[config.mk]
export PLATFORM = sky130hd
export DESIGN_NAME = fetch_stage_flat
export DESIGN_NICKNAME = d
export VERILOG_FILES = /design/src/rtl/core_pkg.sv /design/src/rtl/fetch_stage_if.sv /design/src/rtl/ifid_reg.sv /design/src/rtl/fetch_stage.sv /design/src/flat_wrapper.sv
export SDC_FILE = /design/constraint.sdc
export NUM_CORES = 1
export LEC_CHECK = 0
export ABC_AREA = 1
export BUFFER_PORTS_ARGS = -buffer_cell sky130_fd_sc_hd__buf_4
export CORE_MARGIN = 3
export CORE_UTILIZATION = 51
export CTS_BUF_LIST = sky130_fd_sc_hd__clkbuf_4
export DETAILED_ROUTE_END_ITERATION = 16
export PLACE_DENSITY = 0.89
export SYNTH_ARGS = -nofsm -noshare
export SYNTH_HDL_FRONTEND = slang
export SYNTH_HIERARCHICAL = 1
export SYNTH_SLANG_ARGS = --single-unit
[constraint.sdc]
create_clock -name clk -period 2.45 [get_ports clk]
set_input_delay 0.49 -clock clk [delete_from_list [all_inputs] [get_ports clk]]
set_output_delay 0.49 -clock clk [all_outputs]
set_load 0.05 [all_outputs]
[src/rtl/core_pkg.sv]
// Shared definitions for the 16-bit pipelined core: word width, opcodes,
// fetch FSM states and the IF/ID register payload.
package core_pkg;

  localparam int WORD_W = 16;

  typedef enum logic [3:0] {
    OP_NOP  = 4'b0000,
    OP_ADDI = 4'b1001,
    OP_LD   = 4'b1010,
    OP_ST   = 4'b1011,
    OP_BZ   = 4'b1100
  } opcode_e;

  localparam logic [WORD_W-1:0] BUBBLE_WORD = {OP_NOP, 12'h000};

  typedef enum logic [1:0] {
    BOOT = 2'd0,
    RUN  = 2'd1,
    HALT = 2'd2
  } fetch_state_e;

  typedef struct packed {
    logic [WORD_W-1:0] instr;
    logic [WORD_W-1:0] pc1;
    logic              valid;
  } ifid_t;

endpackage

[src/rtl/fetch_stage_if.sv]
// Fetch-stage bus: instruction-memory address/data, pipeline controls from
// the hazard and branch units, IF/ID outputs to decode, and statistics.
interface fetch_stage_if;
  import core_pkg::*;

  logic [WORD_W-1:0] pc_out;
  logic [WORD_W-1:0] instr_out;
  logic              stall;
  logic              redirect;
  logic [WORD_W-1:0] redirect_pc;
  logic [WORD_W-1:0] ifid_instr;
  logic [WORD_W-1:0] ifid_pc1;
  logic              ifid_valid;
  logic              halted;
  logic [WORD_W-1:0] fetch_count;
  logic [WORD_W-1:0] bubble_count;

  modport master (
    output pc_out, ifid_instr, ifid_pc1, ifid_valid, halted, fetch_count, bubble_count,
    input  instr_out, stall, redirect, redirect_pc
  );

  modport slave (
    input  pc_out, ifid_instr, ifid_pc1, ifid_valid, halted, fetch_count, bubble_count,
    output instr_out, stall, redirect, redirect_pc
  );

endinterface

[src/rtl/ifid_reg.sv]
// Pipeline stage register with load, hold and bubble-insert controls.
// A bubble replaces the instruction with NOP_WORD and clears valid but keeps pc1.
module ifid_reg
  import core_pkg::*;
#(
  parameter logic [WORD_W-1:0] NOP_WORD = BUBBLE_WORD
) (
  input  logic              clk,
  input  logic              rst_n,
  input  logic              load_i,
  input  logic              bubble_i,
  input  logic [WORD_W-1:0] instr_i,
  input  logic [WORD_W-1:0] pc1_i,
  output ifid_t             q_o
);

  ifid_t stage_q;

  // NOTE: sequential state uses non-blocking assignments so every flop samples
  // pre-edge values regardless of process ordering.
  always_ff @(posedge clk or negedge rst_n) begin
    if (!rst_n) begin
      stage_q <= '{instr: NOP_WORD, pc1: '0, valid: 1'b0};
    end else if (bubble_i) begin
      stage_q.instr <= NOP_WORD;
      stage_q.valid <= 1'b0;
    end else if (load_i) begin
      stage_q <= '{instr: instr_i, pc1: pc1_i, valid: 1'b1};
    end
  end

  assign q_o = stage_q;

endmodule

[src/rtl/fetch_stage.sv]
// Instruction-fetch stage: PC, BOOT/RUN/HALT FSM and IF/ID capture.
// Define FETCH_STATS_EN to build the saturating fetch/bubble counters.
module fetch_stage
  import core_pkg::*;
#(
  parameter int unsigned       PROG_LEN = 40,
  parameter logic [WORD_W-1:0] RESET_PC = 16'h0000,
  parameter logic [WORD_W-1:0] NOP_WORD = BUBBLE_WORD
) (
  input logic           clk,
  input logic           rst,
  fetch_stage_if.master bus
);

  // One extra bit so PROG_LEN = 65536 still compares against PC+1.
  localparam logic [WORD_W:0] PROG_END = PROG_LEN[WORD_W:0];

  fetch_state_e      state_q, state_d;
  logic [WORD_W-1:0] pc_q, pc_d;
  logic [WORD_W:0]   pc_inc;
  logic              ifid_load;
  logic              ifid_bubble;
  ifid_t             ifid_q;

  assign pc_inc = {1'b0, pc_q} + {{WORD_W{1'b0}}, 1'b1};

  always_ff @(posedge clk or negedge rst) begin
    if (!rst) begin
      state_q <= BOOT;
      pc_q    <= RESET_PC;
    end else begin
      state_q <= state_d;
      pc_q    <= pc_d;
    end
  end

  // NOTE: every output of this block is defaulted first so no path leaves a
  // signal unassigned and infers a latch.
  always_comb begin
    state_d     = state_q;
    pc_d        = pc_q;
    ifid_load   = 1'b0;
    ifid_bubble = 1'b0;
    unique case (state_q)
      BOOT: begin
        state_d = ({1'b0, RESET_PC} >= PROG_END) ? HALT : RUN;
      end
      RUN: begin
        if (bus.redirect) begin
          pc_d        = bus.redirect_pc;
          ifid_bubble = 1'b1;
          // A target outside the image parks the stage instead of fetching past it.
          if ({1'b0, bus.redirect_pc} >= PROG_END) state_d = HALT;
        end else if (!bus.stall) begin
          ifid_load = 1'b1;
          pc_d      = pc_inc[WORD_W-1:0];
          if (pc_inc == PROG_END) state_d = HALT;
        end
      end
      HALT: begin
        if (bus.redirect) begin
          pc_d        = bus.redirect_pc;
          ifid_bubble = 1'b1;
          if ({1'b0, bus.redirect_pc} < PROG_END) state_d = RUN;
        end else if (!bus.stall) begin
          ifid_bubble = 1'b1;
        end
      end
      default: state_d = BOOT;
    endcase
  end

  ifid_reg #(
    .NOP_WORD (NOP_WORD)
  ) u_ifid_reg (
    .clk      (clk),
    .rst_n    (rst),
    .load_i   (ifid_load),
    .bubble_i (ifid_bubble),
    .instr_i  (bus.instr_out),
    .pc1_i    (pc_inc[WORD_W-1:0]),
    .q_o      (ifid_q)
  );

  assign bus.pc_out     = pc_q;
  assign bus.ifid_instr = ifid_q.instr;
  assign bus.ifid_pc1   = ifid_q.pc1;
  assign bus.ifid_valid = ifid_q.valid;
  assign bus.halted     = (state_q == HALT);

`ifdef FETCH_STATS_EN
  logic [WORD_W-1:0] fetch_cnt_q;
  logic [WORD_W-1:0] bubble_cnt_q;

  always_ff @(posedge clk or negedge rst) begin
    if (!rst) begin
      fetch_cnt_q  <= '0;
      bubble_cnt_q <= '0;
    end else begin
      if (ifid_load && (fetch_cnt_q != '1)) fetch_cnt_q <= fetch_cnt_q + 16'd1;
      if (ifid_bubble && (bubble_cnt_q != '1)) bubble_cnt_q <= bubble_cnt_q + 16'd1;
    end
  end

  assign bus.fetch_count  = fetch_cnt_q;
  assign bus.bubble_count = bubble_cnt_q;
`else
  assign bus.fetch_count  = '0;
  assign bus.bubble_count = '0;
`endif

endmodule

[src/flat_wrapper.sv]
// flat-port wrapper written by rule: the top's interface ports become plain ports
module fetch_stage_flat import core_pkg::*;
#(
  parameter int unsigned       PROG_LEN = 40,
  parameter logic [WORD_W-1:0] RESET_PC = 16'h0000,
  parameter logic [WORD_W-1:0] NOP_WORD = BUBBLE_WORD
)
  (clk, rst, bus_pc_out, bus_ifid_instr, bus_ifid_pc1, bus_ifid_valid, bus_halted, bus_fetch_count, bus_bubble_count, bus_instr_out, bus_stall, bus_redirect, bus_redirect_pc);
  fetch_stage_if bus_i ();
  input logic clk;
  input logic rst;
  output wire logic [$bits(bus_i.pc_out)-1:0] bus_pc_out;
  output wire logic [$bits(bus_i.ifid_instr)-1:0] bus_ifid_instr;
  output wire logic [$bits(bus_i.ifid_pc1)-1:0] bus_ifid_pc1;
  output wire logic [$bits(bus_i.ifid_valid)-1:0] bus_ifid_valid;
  output wire logic [$bits(bus_i.halted)-1:0] bus_halted;
  output wire logic [$bits(bus_i.fetch_count)-1:0] bus_fetch_count;
  output wire logic [$bits(bus_i.bubble_count)-1:0] bus_bubble_count;
  input wire logic [$bits(bus_i.instr_out)-1:0] bus_instr_out;
  input wire logic [$bits(bus_i.stall)-1:0] bus_stall;
  input wire logic [$bits(bus_i.redirect)-1:0] bus_redirect;
  input wire logic [$bits(bus_i.redirect_pc)-1:0] bus_redirect_pc;
  assign bus_pc_out = bus_i.pc_out;
  assign bus_ifid_instr = bus_i.ifid_instr;
  assign bus_ifid_pc1 = bus_i.ifid_pc1;
  assign bus_ifid_valid = bus_i.ifid_valid;
  assign bus_halted = bus_i.halted;
  assign bus_fetch_count = bus_i.fetch_count;
  assign bus_bubble_count = bus_i.bubble_count;
  assign bus_i.instr_out = bus_instr_out;
  assign bus_i.stall = bus_stall;
  assign bus_i.redirect = bus_redirect;
  assign bus_i.redirect_pc = bus_redirect_pc;
  fetch_stage #(.PROG_LEN(PROG_LEN), .RESET_PC(RESET_PC), .NOP_WORD(NOP_WORD)) u_core (.clk(clk), .rst(rst), .bus(bus_i));
endmodule
Word-level counts from Yosys, hierarchy flattened:

Index checks and enable logic that the tools add are counted.

* logic and storage cells: 43
* output and inout bits: 82
* register bits after elaboration: 51
* input bits: 36

* bitwise operators: 1
* equality and inequality tests: 8
* mux-type cells: 20
* reductions and logical operators: 6
* magnitude comparators: 2
* add/subtract/negate cells: 1

Operators with widths (number)
* 16-bit two-way mux: 4
* 33-bit two-way mux: 1
* 16-bit case mux with 2 select lines: 1
* 16-bit by 1-bit adder with 17-bit output (second input constant): 1
* 17-bit by 6-bit equality test with 1-bit output (second input constant): 1
* 16-bit by 6-bit >= comparator with 1-bit output (second input constant): 1
* 16-bit by 6-bit less-than comparator with 1-bit output (second input constant): 1
* 2-bit two-way mux: 6
* 1-bit two-way mux: 6
* 3-bit by 2-bit inequality test with 1-bit output (second input constant): 2
* 2-bit case mux with 3 select lines: 1
* 5-bit AND reduction: 1
* 2-bit by 1-bit inequality test with 1-bit output (second input constant): 2
* 2-bit nonzero test: 2
* 3-bit inequality test (second input constant): 1
* 3-bit AND reduction: 1
* 2-bit by 1-bit equality test with 1-bit output (second input constant): 1
* 2-bit equality test (second input constant): 1
* 2-bit logical NOT: 1
* 1-bit case mux with 2 select lines: 1
* 2-bit AND reduction: 1
* 1-bit NOT: 1

Depth between registers and ports, before layout:

Gate-level depths: netlist of run 1.

* word-level depth: 6
* depth in mapped cells: 14
* gate-level depth less buffers: 14

By module:

The synthesis of run 1 kept the hierarchy.

By module, submodules not included
* fetch_stage: cells an instance 263, sequential area each 450.4 µm², area each 1757.9 µm², times used 1
* ifid_reg: cells an instance 143, sequential area each 825.8 µm², area each 1305.0 µm², times used 1

Worst setup path before layout of run 1:

Ideal clock, no wire load.

* path kind: reg-to-reg
* start: register u_core.pc_q[1], in the netlist u_core/bus.pc_out[1]
* end: register u_core.state_q[0]
* stages on the path, launching flop included: 15
* path buffers: 0
* data arrival time: 1.921 ns
* slack: 0.411 ns
* setup time: 0.117 ns
* clock period less this slack: 2.039 ns
* required time: 2.333 ns
* cell sequence: dfrtp_1 -> ha_1 -> nand3_1 -> nor2_2 -> nand3_1 -> nand2_1 -> nand2_2 -> inv_2 -> nand2_1 -> nor2_2 -> nand3_2 -> nand2_2 -> nand2_2 -> nand2_1 -> nand2_1

* cells in the longest elaborated chain, start to end: 4

RTL lines
* start: declaration: line fetch_stage.sv:19 `logic [WORD_W-1:0] pc_q, pc_d;`
* start signal: assignment: line fetch_stage.sv:33 `pc_q <= pc_d;`
* 16-bit by 1-bit adder with 17-bit output: line fetch_stage.sv:25 `assign pc_inc = {1'b0, pc_q} + {{WORD_W{1'b0}}, 1'b1};`
* net u_core.pc_inc[14]: line fetch_stage.sv:20 `logic [WORD_W:0] pc_inc;`
* 17-bit by 6-bit equality test with 1-bit output: line fetch_stage.sv:57 `if (pc_inc == PROG_END) state_d = HALT;`
* 3-bit by 2-bit inequality test with 1-bit output (no line)
* 5-bit AND reduction (no line)
* end signal: assignment: line fetch_stage.sv:32 `state_q <= state_d;`
* end: declaration: line fetch_stage.sv:18 `fetch_state_e state_q, state_d;`

The timed path passes the listed nets, and every way through them passes these cells.
A chain may end at the register's enable or synchronous reset.

Worst setup path in the final report of run 1:

* start: register u_core.state_q[0]
* end: register u_core.pc_q[15], in the netlist u_core/bus.pc_out[15]

* cells in the longest elaborated chain, start to end: 3
* elaborated cells on any way between the ends: 7
* those cells by class: eq/ne (4); mux (1); reduce/logical (2)

RTL lines
* 2-bit by 1-bit equality test with 1-bit output / 2-bit equality test (equally long branches): line fetch_stage.sv:44 `unique case (state_q)`
* 3-bit inequality test (no line) (tied with other cells)
* 3-bit AND reduction (no line)

Parallel ways exist; a longest one is shown, timed or not.

==> flow_metrics.py, run 1 <==
metrics = {
    "place": {
        "dp.final_hpwl_um": 6087,
        "place_inst": 553,
        "gp_congestion": 0.9254,
        "port_buffers": 85,
    },
    "setup_path": {
        "path_buf_inv": 3,
        "crit_path_cell_trace": "inv_1 > ha_1 > nand2_1 > nand2_1 > inv_1 > nand2_1 > clkinvlp_4 > o21ai_0 > o22ai_1",
        "critPathKind": "register to register",
        "r2r-start": "u_core/state_q[0]",
        "worst_path_max_delay_cell": "dfrtp_1",
        "worstSetupEndpointType": "register",
        "ff2ff_path_depth": 9,
        "path_delay_family": "buffers and inverters",
        "r2r_slack_ns": 0.23,
        "worstSetupStartpointType": "register",
        "required_ns": 2.69,
        "worst_setup_path_startpoint": "u_core/state_q[0]",
        "cpPeakStageDelay_ns": 0.45,
        "path_max_fanout": 24,
        "cp_common_cell": "nand2_1",
        "r2r_end": "u_core/bus.pc_out[15]",
        "arrival_ns": 2.46,
    },
    "final_layout": {
        "layout_commonest_cell": "nand2_1",
        "antennaDiodeCount": 0,
        "fin_cells": 561,
        "fillers": 504,
        "multiInputGateArea_sq_mm": 0.001466,
        "nets": 530,
        "final-seq-area_sq_mm": 0.001276,
        "layout-drive-gt1-share_pct": 25.56,
        "area_growth_pct": 20.55,
        "mostFrequentLayoutCells": "116 x nand2_1, 89 x buf_4, 51 x dfrtp_1",
    },
    "flow_run": {
        "maxCapViolCount": 0,
    },
    "die": {
        "core_area_sq_mm": 0.005642,
        "start_util_pct": 54.29,
        "io_pins": 118,
        "die_w_um": 83.50,
        "die_y_um": 83.50,
        "die_area_sq_mm": 0.006971,
        "rows": 27,
    },
    "clock_tree": {
        "tritoncts": "done",
        "postCtsSetupBuffers": 0,
        "h-tree-depth": 2,
        "numCtsBuffers": 5,
        "clk_latency_ns": 0.36,
        "clk_pin_slew_ns": 0.15,
        "root_buffer": "clkbuf_4",
        "holdBufCountCts": 0,
        "cts.path.max_buffers": 2,
        "clock_sinks": 51,
    },
    "power": {
        "max-vdd-ir-drop_v": 0.0008653,
        "power_density_mw_per_mm2": 1593,
        "leakage_nw": 2.019,
    },
    "global_route": {
        "grt-ovfl-total": 0,
        "grt_pass1_wl_um": 12710,
        "grt.total_usage_pct": 22.31,
        "grt_pass1_vias": 2607,
        "antenna_found_initial": 0,
        "grt_max_degree": 52,
    },
    "sta": {
        "hold_violations": 0,
        "setup_viol": 0,
        "rsz0062_at_grt": "false",
        "holdWs_ns": 0.1093,
        "fin_tns_setup_ns": 0,
        "clock.fmax_mhz": 450.5,
        "final.min_clock_period_ns": 2.220,
        "slew_viol_final": 0,
        "tightest_slew_ns": 0.6271,
        "skew_ns": 0.006349,
        "slew_headroom_pct": 58.19,
        "finalCritPeriodShare_pct": 90.60,
    },
    "synthesis": {
        "synth_seq_area_share_pct": 41.67,
        "synthCells": 406,
        "yosysWarnings": 6,
        "synth_seq_cells": 51,
        "ys_types": 30,
        "synth_area_per_cell_sq_um": 7.544,
        "syn_area_sq_mm": 0.003063,
    },
    "routing": {
        "drt_pass1_iterations": 5,
        "drtAntennaViolNets": 0,
        "drt-total-wl_um": 7831,
        "drt_iter0_markers": 251,
        "vias_per_cell": 5.162,
        "drc": 0,
        "vias": 2896,
        "wl_per_cell_um": 13.96,
    },
    "outcome": {
        "status": "finished clean",
    },
    "min_path": {
        "hold_path_class": "input port to asynchronous set/reset pin",
    },
}
## state kept, by name, summed over array words and instances (netlist names)
| register | flops |
|---|---|
| u_core/bus.pc_out | 16 |
| u_core/u_ifid_reg/q_o | 33 |
| u_core/state_q | 2 |
## report_power, final
part | internal (mW) | switching, mW | total [mW]
clock | 0.113 | 0.266 | 0.379
sequential | 1.25 | 0.365 | 1.61
combinational | 1.06 | 2.83 | 3.89
## what timing repair did
action / 4_1_cts / 5_1_grt
gates resized for setup: 0 / 1
hold endpoints to repair: 0 / 0
setup endpoints to repair: 0 / 2
## cell usage after synthesis
master	number	area (sq um)
nand2_1	116	435.4
dfrtp_1	51	1276
nand3_1	48	240.2
buf_4	34	255.2
inv_1	32	120.1
nor2_1	27	101.4
o21ai_0	25	125.1
nand2_2	10	62.56
o22ai_1	9	56.30
buf_2	8	40.04
a21oi_1	6	30.03
ha_1	6	75.07
nand4_1	6	37.54
nor2_2	6	37.54
nor2_4	4	45.04
clkbuf_1	2	7.510
inv_2	2	7.510
nor4_1	2	12.51
and2_1	1	6.260
clkbuf_2	1	5.000
clkinv_1	1	3.750
conb_1	1	3.750
mux2i_1	1	10.01
nand2_4	1	11.26
nand3_2	1	10.01
nor3_1	1	5.000
o21ai_2	1	8.760
xnor2_1	1	8.760
xor2_1	1	8.760
xor2_2	1	16.27
## cell type report
type | instances | share of cell area (%)
clock inverters | 3 | 0.5083
clock buffers | 5 | 1.017
well taps | 72 | 2.440
repair buffers | 89 | 18.10
inverters | 35 | 3.660
flip-flops and latches | 51 | 34.56
multi-input cells | 306 | 39.72
## layer usage
layer	global-route usage, %	vias to the layer above	share of wire [%]	wire length (um)
li1	-	1401	-	-
met1	31.52	1328	43	3331
met2	34.18	155	45	3549
met3	4.936	12	10	803
met4	7.310	0	1.9	146
met5	0	-	0	0
## stage by stage
stage                     area (sq um)  setup slack [ns]  total power, mW  utilization [%]
after floorplan                   3179            0.4115            4.389                -
after detailed placement          3632            0.2363            5.488            64.38
after global placement            3632            0.2843            5.406            64.38
after CTS                         3689            0.2037            5.872            65.38
after global routing              3692           0.05654            6.278            65.45
final                             3692            0.2303            5.884            65.45
## worst reg2reg max path: stages, from the launching register on
cell and delay [ns]:
dfrtp_1 0.45, inv_1 0.10, ha_1 0.28, nand2_1 0.08, nand2_1 0.07, inv_1 0.05, nand2_1 0.25, clkinvlp_4 0.41
o21ai_0 0.28, o22ai_1 0.14
## kinds of logic after synthesis
logic type | share of synthesized area (%)
AO/OA/AOI/OAI | 7.190
XOR/XNOR | 1.103
adder cells (fa/ha/maj) | 2.451
buffers and inverters | 14.34
flip-flops | 41.67
multiplexers | 0.3268
other | 0.1224
AND/OR/NAND/NOR | 32.80
## worst max path at each step
stage,end,cells after the start
global placement,u_core/bus.pc_out[13],9
detailed placement,u_core/bus.pc_out[15],9
global route,u_core/bus.pc_out[12],9
CTS,u_core/bus.pc_out[15],9
finish,u_core/bus.pc_out[15],9
floorplan,u_core/state_q[0],14
Note: power is estimated with default switching activity, not from simulation.
==> run 2: changes to the inputs <==
GPL_TIMING_DRIVEN = 0   (was not set)
==> flow_metrics.py, run 2 (synthesis results as in run 1) <==
metrics = {
    "global_route": {
        "grt-ovfl-total": 0,
        "grt.total_usage_pct": 22.77,
        "grt_pass1_vias": 2749,
        "grt_max_degree": 52,
        "antenna_found_initial": 0,
        "grt_pass1_wl_um": 12960,
    },
    "place": {
        "dp.final_hpwl_um": 6409,
        "place_area_sq_mm": 0.003908,
        "pre_cts_ws_ns": 0.3792,
        "port_buffers": 85,
        "place_inst": 594,
        "gp_congestion": 0.8714,
    },
    "setup_path": {
        "r2r_end": "u_core/bus.pc_out[4]",
        "path_max_fanout": 10,
        "worst_path_max_delay_cell": "dfrtp_1",
        "worstSetupStartpointType": "register",
        "worst_setup_path_startpoint": "u_core/state_q[0]",
        "arrival_ns": 2.40,
        "cpPeakStageDelay_ns": 0.44,
        "crit_path_cell_trace": "inv_1 > ha_1 > nor2_1 > clkinv_1 > clkbuf_1 > o21ai_0 > o21ai_0",
        "critPathKind": "register to register",
        "cp.depth": 7,
        "worstSetupEndpointType": "register",
        "ff2ff_path_depth": 7,
        "r2r-start": "u_core/state_q[0]",
        "path_buf_inv": 3,
        "cp_common_cell": "o21ai_0",
        "path_delay_family": "buffers and inverters",
        "required_ns": 2.72,
        "r2r_slack_ns": 0.32,
    },
    "power": {
        "clockPowerShare_pct": 8.2,
        "power_density_mw_per_mm2": 1522,
        "internal_power_mw": 2.594,
        "seqPwrFrac_pct": 26.7,
        "p_sw_share_pct": 57.31,
        "power_mw": 6.075,
        "p_comb_share_pct": 65.1,
        "p_sw_mw": 3.481,
        "max-vdd-ir-drop_v": 0.0007621,
        "leakage_nw": 2.235,
    },
    "final_layout": {
        "mostFrequentLayoutCells": "119 x buf_4, 116 x nand2_1, 51 x dfrtp_1",
        "fin_cells": 602,
        "post-route-util_pct": 70.75,
        "antennaDiodeCount": 0,
        "layout-drive-gt1-share_pct": 30.57,
        "final-seq-area_sq_mm": 0.001276,
        "finish.instance_area_sq_mm": 0.003991,
        "multiInputGateArea_sq_mm": 0.001464,
        "layout_commonest_cell": "buf_4",
        "area_growth_pct": 30.31,
        "largest_register_ffs": 33,
        "nets": 571,
        "fillers": 511,
    },
    "sta": {
        "finalCritPeriodShare_pct": 87.08,
        "fin_ws_ns": 0.3164,
        "clock.fmax_mhz": 468.7,
        "rsz0062_at_grt": "false",
        "tightest_slew_ns": 0.6279,
        "final.min_clock_period_ns": 2.134,
        "setup_viol": 0,
        "hold_violations": 0,
        "skew_ns": 0.01408,
        "slew_headroom_pct": 58.14,
        "slew_viol_final": 0,
        "fin_tns_setup_ns": 0,
        "holdWs_ns": 0.1110,
    },
    "clock_tree": {
        "postCtsSetupBuffers": 0,
        "clk_pin_slew_ns": 0.16,
        "root_buffer": "clkbuf_4",
        "holdBufCountCts": 0,
        "numCtsBuffers": 5,
        "clock_sinks": 51,
        "clk_latency_ns": 0.37,
        "h-tree-depth": 2,
        "cts.path.max_buffers": 2,
        "tritoncts": "done",
        "ctsResizeCount": 0,
    },
    "die": {
        "die_area_sq_mm": 0.006971,
        "rows": 27,
        "io_pins": 118,
        "start_util_pct": 54.29,
        "die_y_um": 83.50,
        "die_w_um": 83.50,
        "core_area_sq_mm": 0.005642,
    },
    "outcome": {
        "status": "finished clean",
    },
    "flow_run": {
        "maxCapViolCount": 0,
    },
    "routing": {
        "wl_per_cell_um": 13.40,
        "vias": 3032,
        "drt_iter0_markers": 193,
        "drc": 0,
        "drt_pass1_iterations": 4,
        "vias_per_cell": 5.037,
        "drtAntennaViolNets": 0,
        "drt-total-wl_um": 8069,
    },
    "min_path": {
        "hold_path_class": "input port to asynchronous set/reset pin",
    },
}
run 2: changes by cell type in the layout (fill, tap and decap cells not counted), moves of 2 or more:
cell / change
buf_2: +8
clkbuf_1: +2
buf_4: +30
clkinv_2: -2
run 2: layout make-up:
| cell class | instances | area share [%] |
|---|---|---|
| Sequential cell | 51 | 31.97 |
| Buffer | 45 | 7.712 |
| Tap cell | 72 | 2.257 |
| Inverter | 35 | 3.292 |
| Multi-Input combinational cell | 306 | 36.68 |
| Timing Repair Buffer | 85 | 15.99 |
| Clock buffer | 5 | 0.9404 |
| Clock inverter | 3 | 1.160 |
run 2: worst register-to-register path, cell delays in order (launching register included):
cell and delay, ns:
dfrtp_1 0.44, inv_1 0.08, ha_1 0.27, nor2_1 0.29, clkinv_1 0.30, clkbuf_1 0.33, o21ai_0 0.21, o21ai_0 0.11
run 2: power by group through the flow:
stage,Sequential [mW],Clock [mW],Combinational [mW]
3_3_place_gp,1.62,0,3.86
5_1_grt,1.69,0.541,4.23
3_5_place_dp,1.63,0,3.95
4_1_cts,1.62,0.502,3.95
6_report,1.62,0.496,3.96
2_1_floorplan,2.90,0,1.49
run 2: worst max-delay path by stage:
stage                                       to  slack, ns
after floorplan              u_core/state_q[0]       0.41
after global placement    u_core/bus.pc_out[3]       0.43
after detailed placement  u_core/bus.pc_out[3]       0.38
after CTS                 u_core/bus.pc_out[4]       0.34
after global routing      u_core/bus.pc_out[4]       0.07
final                     u_core/bus.pc_out[4]       0.32
run 2: metal layers:
metal / vias up / track usage, % / wire (um)
li1: 1485 / - / -
met1: 1404 / 30.93 / 3497
met2: 136 / 38.19 / 3839
met3: 7 / 3.949 / 649
met4: 0 / 5.409 / 82
met5: - / 0 / 0
==> run 3: changes to the inputs <==
CORE_ASPECT_RATIO = 1.4   (was not set)
PLACE_DENSITY = 0.88   (was 0.89)
==> flow_metrics.py, run 3 (synthesis results as in run 1) <==
metrics = {
    "global_route": {
        "antenna_found_initial": 0,
        "grt-ovfl-total": 0,
        "grt_pass1_wl_um": 12880,
        "grt_max_degree": 52,
        "grt.total_usage_pct": 22.96,
        "grt_pass1_vias": 2814,
    },
    "sta": {
        "slew_viol_final": 0,
        "slew_headroom_pct": 57.24,
        "clock.fmax_mhz": 439.8,
        "tightest_slew_ns": 0.6415,
        "hold_violations": 0,
        "setup_viol": 0,
        "fin_tns_setup_ns": 0,
        "final.min_clock_period_ns": 2.274,
        "finalCritPeriodShare_pct": 92.81,
        "rsz0062_at_grt": "false",
        "skew_ns": 0.01482,
        "fin_ws_ns": 0.1761,
    },
    "place": {
        "gp_congestion": 0.9030,
        "port_buffers": 85,
        "dp.final_hpwl_um": 6355,
        "pre_cts_ws_ns": 0.2236,
    },
    "power": {
        "internal_power_mw": 2.593,
        "leakage_nw": 2.235,
        "p_sw_share_pct": 56.93,
        "max-vdd-ir-drop_v": 0.0008221,
        "p_sw_mw": 3.427,
        "clockPowerShare_pct": 8.3,
        "seqPwrFrac_pct": 26.5,
        "power_density_mw_per_mm2": 1510,
        "p_comb_share_pct": 65.1,
    },
    "final_layout": {
        "layout_commonest_cell": "buf_4",
        "multiInputGateArea_sq_mm": 0.001464,
        "area_growth_pct": 30.15,
        "final-seq-area_sq_mm": 0.001276,
        "layout-drive-gt1-share_pct": 30.57,
        "antennaDiodeCount": 0,
        "fillers": 475,
        "mostFrequentLayoutCells": "119 x buf_4, 116 x nand2_1, 51 x dfrtp_1",
        "nets": 571,
        "largest_register_ffs": 33,
    },
    "clock_tree": {
        "postCtsSetupBuffers": 0,
        "clock_sinks": 51,
        "root_buffer": "clkbuf_4",
        "clk_pin_slew_ns": 0.16,
        "h-tree-depth": 2,
        "ctsResizeCount": 0,
        "clk_latency_ns": 0.38,
        "holdBufCountCts": 0,
        "tritoncts": "done",
        "numCtsBuffers": 5,
        "cts.path.max_buffers": 2,
    },
    "setup_path": {
        "path_max_fanout": 10,
        "path_delay_family": "buffers and inverters",
        "required_ns": 2.72,
        "worst_path_max_delay_cell": "dfrtp_1",
        "worstSetupStartpointType": "register",
        "cp_common_cell": "o21ai_0",
        "cp.depth": 7,
        "path_buf_inv": 3,
        "critPathKind": "register to register",
        "cpPeakStageDelay_ns": 0.43,
        "worstSetupEndpointType": "register",
        "arrival_ns": 2.54,
        "crit_path_cell_trace": "inv_1 > ha_1 > nor2_1 > clkinv_1 > clkbuf_1 > o21ai_0 > o21ai_0",
        "ff2ff_path_depth": 7,
    },
    "routing": {
        "wl_per_cell_um": 13.13,
        "vias": 2989,
        "drt_pass1_iterations": 4,
        "drt_iter0_markers": 182,
        "vias_per_cell": 4.998,
        "drtAntennaViolNets": 0,
        "drt-total-wl_um": 7854,
        "drc": 0,
    },
    "die": {
        "die_area_sq_mm": 0.006985,
        "io_pins": 118,
        "die_w_um": 71.50,
        "rows": 32,
        "die_y_um": 97.70,
        "start_util_pct": 54.26,
        "core_area_sq_mm": 0.005645,
    },
    "outcome": {
        "status": "finished clean",
    },
    "flow_run": {
        "maxCapViolCount": 0,
    },
    "min_path": {
        "hold_path_class": "input port to asynchronous set/reset pin",
    },
}
run 3: layout make-up:
class / instances / share of cell area [%]
plain buffers: 45 / 7.721
clock buffers: 5 / 0.9416
clock inverters: 3 / 1.161
inverters: 35 / 3.296
multi-input cells: 306 / 36.72
flip-flops and latches: 51 / 32.01
well taps: 68 / 2.134
repair buffers: 85 / 16.01
run 3: power by group through the flow:
stage	Combinational [mW]	Clock (mW)	Sequential, mW
after floorplan	1.49	0	2.90
after global placement	3.84	0	1.60
after detailed placement	3.92	0	1.61
after CTS	3.93	0.510	1.60
after global routing	4.24	0.541	1.66
final	3.92	0.501	1.60
run 3: worst paths after layout:
check / from / to / slack [ns]
min in group clk: bus_instr_out[15] / u_core/u_ifid_reg/q_o[32] / 0.33
max in group asynchronous: rst / u_core/bus.pc_out[3] / 1.90
setup / recovery: u_core/state_q[0] / u_core/bus.pc_out[4] / 0.18
setup reg to reg: u_core/state_q[0] / u_core/bus.pc_out[4] / 0.18
hold reg to reg: u_core/u_ifid_reg/q_o[2] / u_core/u_ifid_reg/q_o[2] / 0.49
hold / removal: rst / u_core/u_ifid_reg/q_o[16] / 0.12
run 3: per-stage QoR:
stage | std cells | hold slack [ns] | instance area, sq um | power [mW] | utilization, %
after global placement | 590 | 0.4539 | 3902 | 5.444 | 69.13
after detailed placement | 590 | 0.4600 | 3902 | 5.535 | 69.13
after CTS | 598 | 0.1289 | 3986 | 6.036 | 70.61
after global routing | 598 | 0.1523 | 3986 | 6.444 | 70.61
after floorplan | 437 | 0.1944 | 3179 | 4.389 | -
final | 598 | 0.1209 | 3986 | 6.019 | 70.61
run 3: worst register-to-register path: cells and delay by family (launching register included):
kind | cells | cell delay (ns)
DFF | 1 | 0.43
buffers and inverters | 3 | 0.77
AOI/OAI and AO/OA | 2 | 0.31
and+or+nand+nor | 1 | 0.41
adders and majority gates | 1 | 0.26
run 3: routing by layer:
metal  up-vias  global-route usage [%]  share of wire (%)
li1       1495                       -                  -
met2       120                   41.57                 53
met3        14                   3.727                7.2
met1      1360                   26.93                 38
met5         -                       0                  0
met4         0                   7.381                1.9
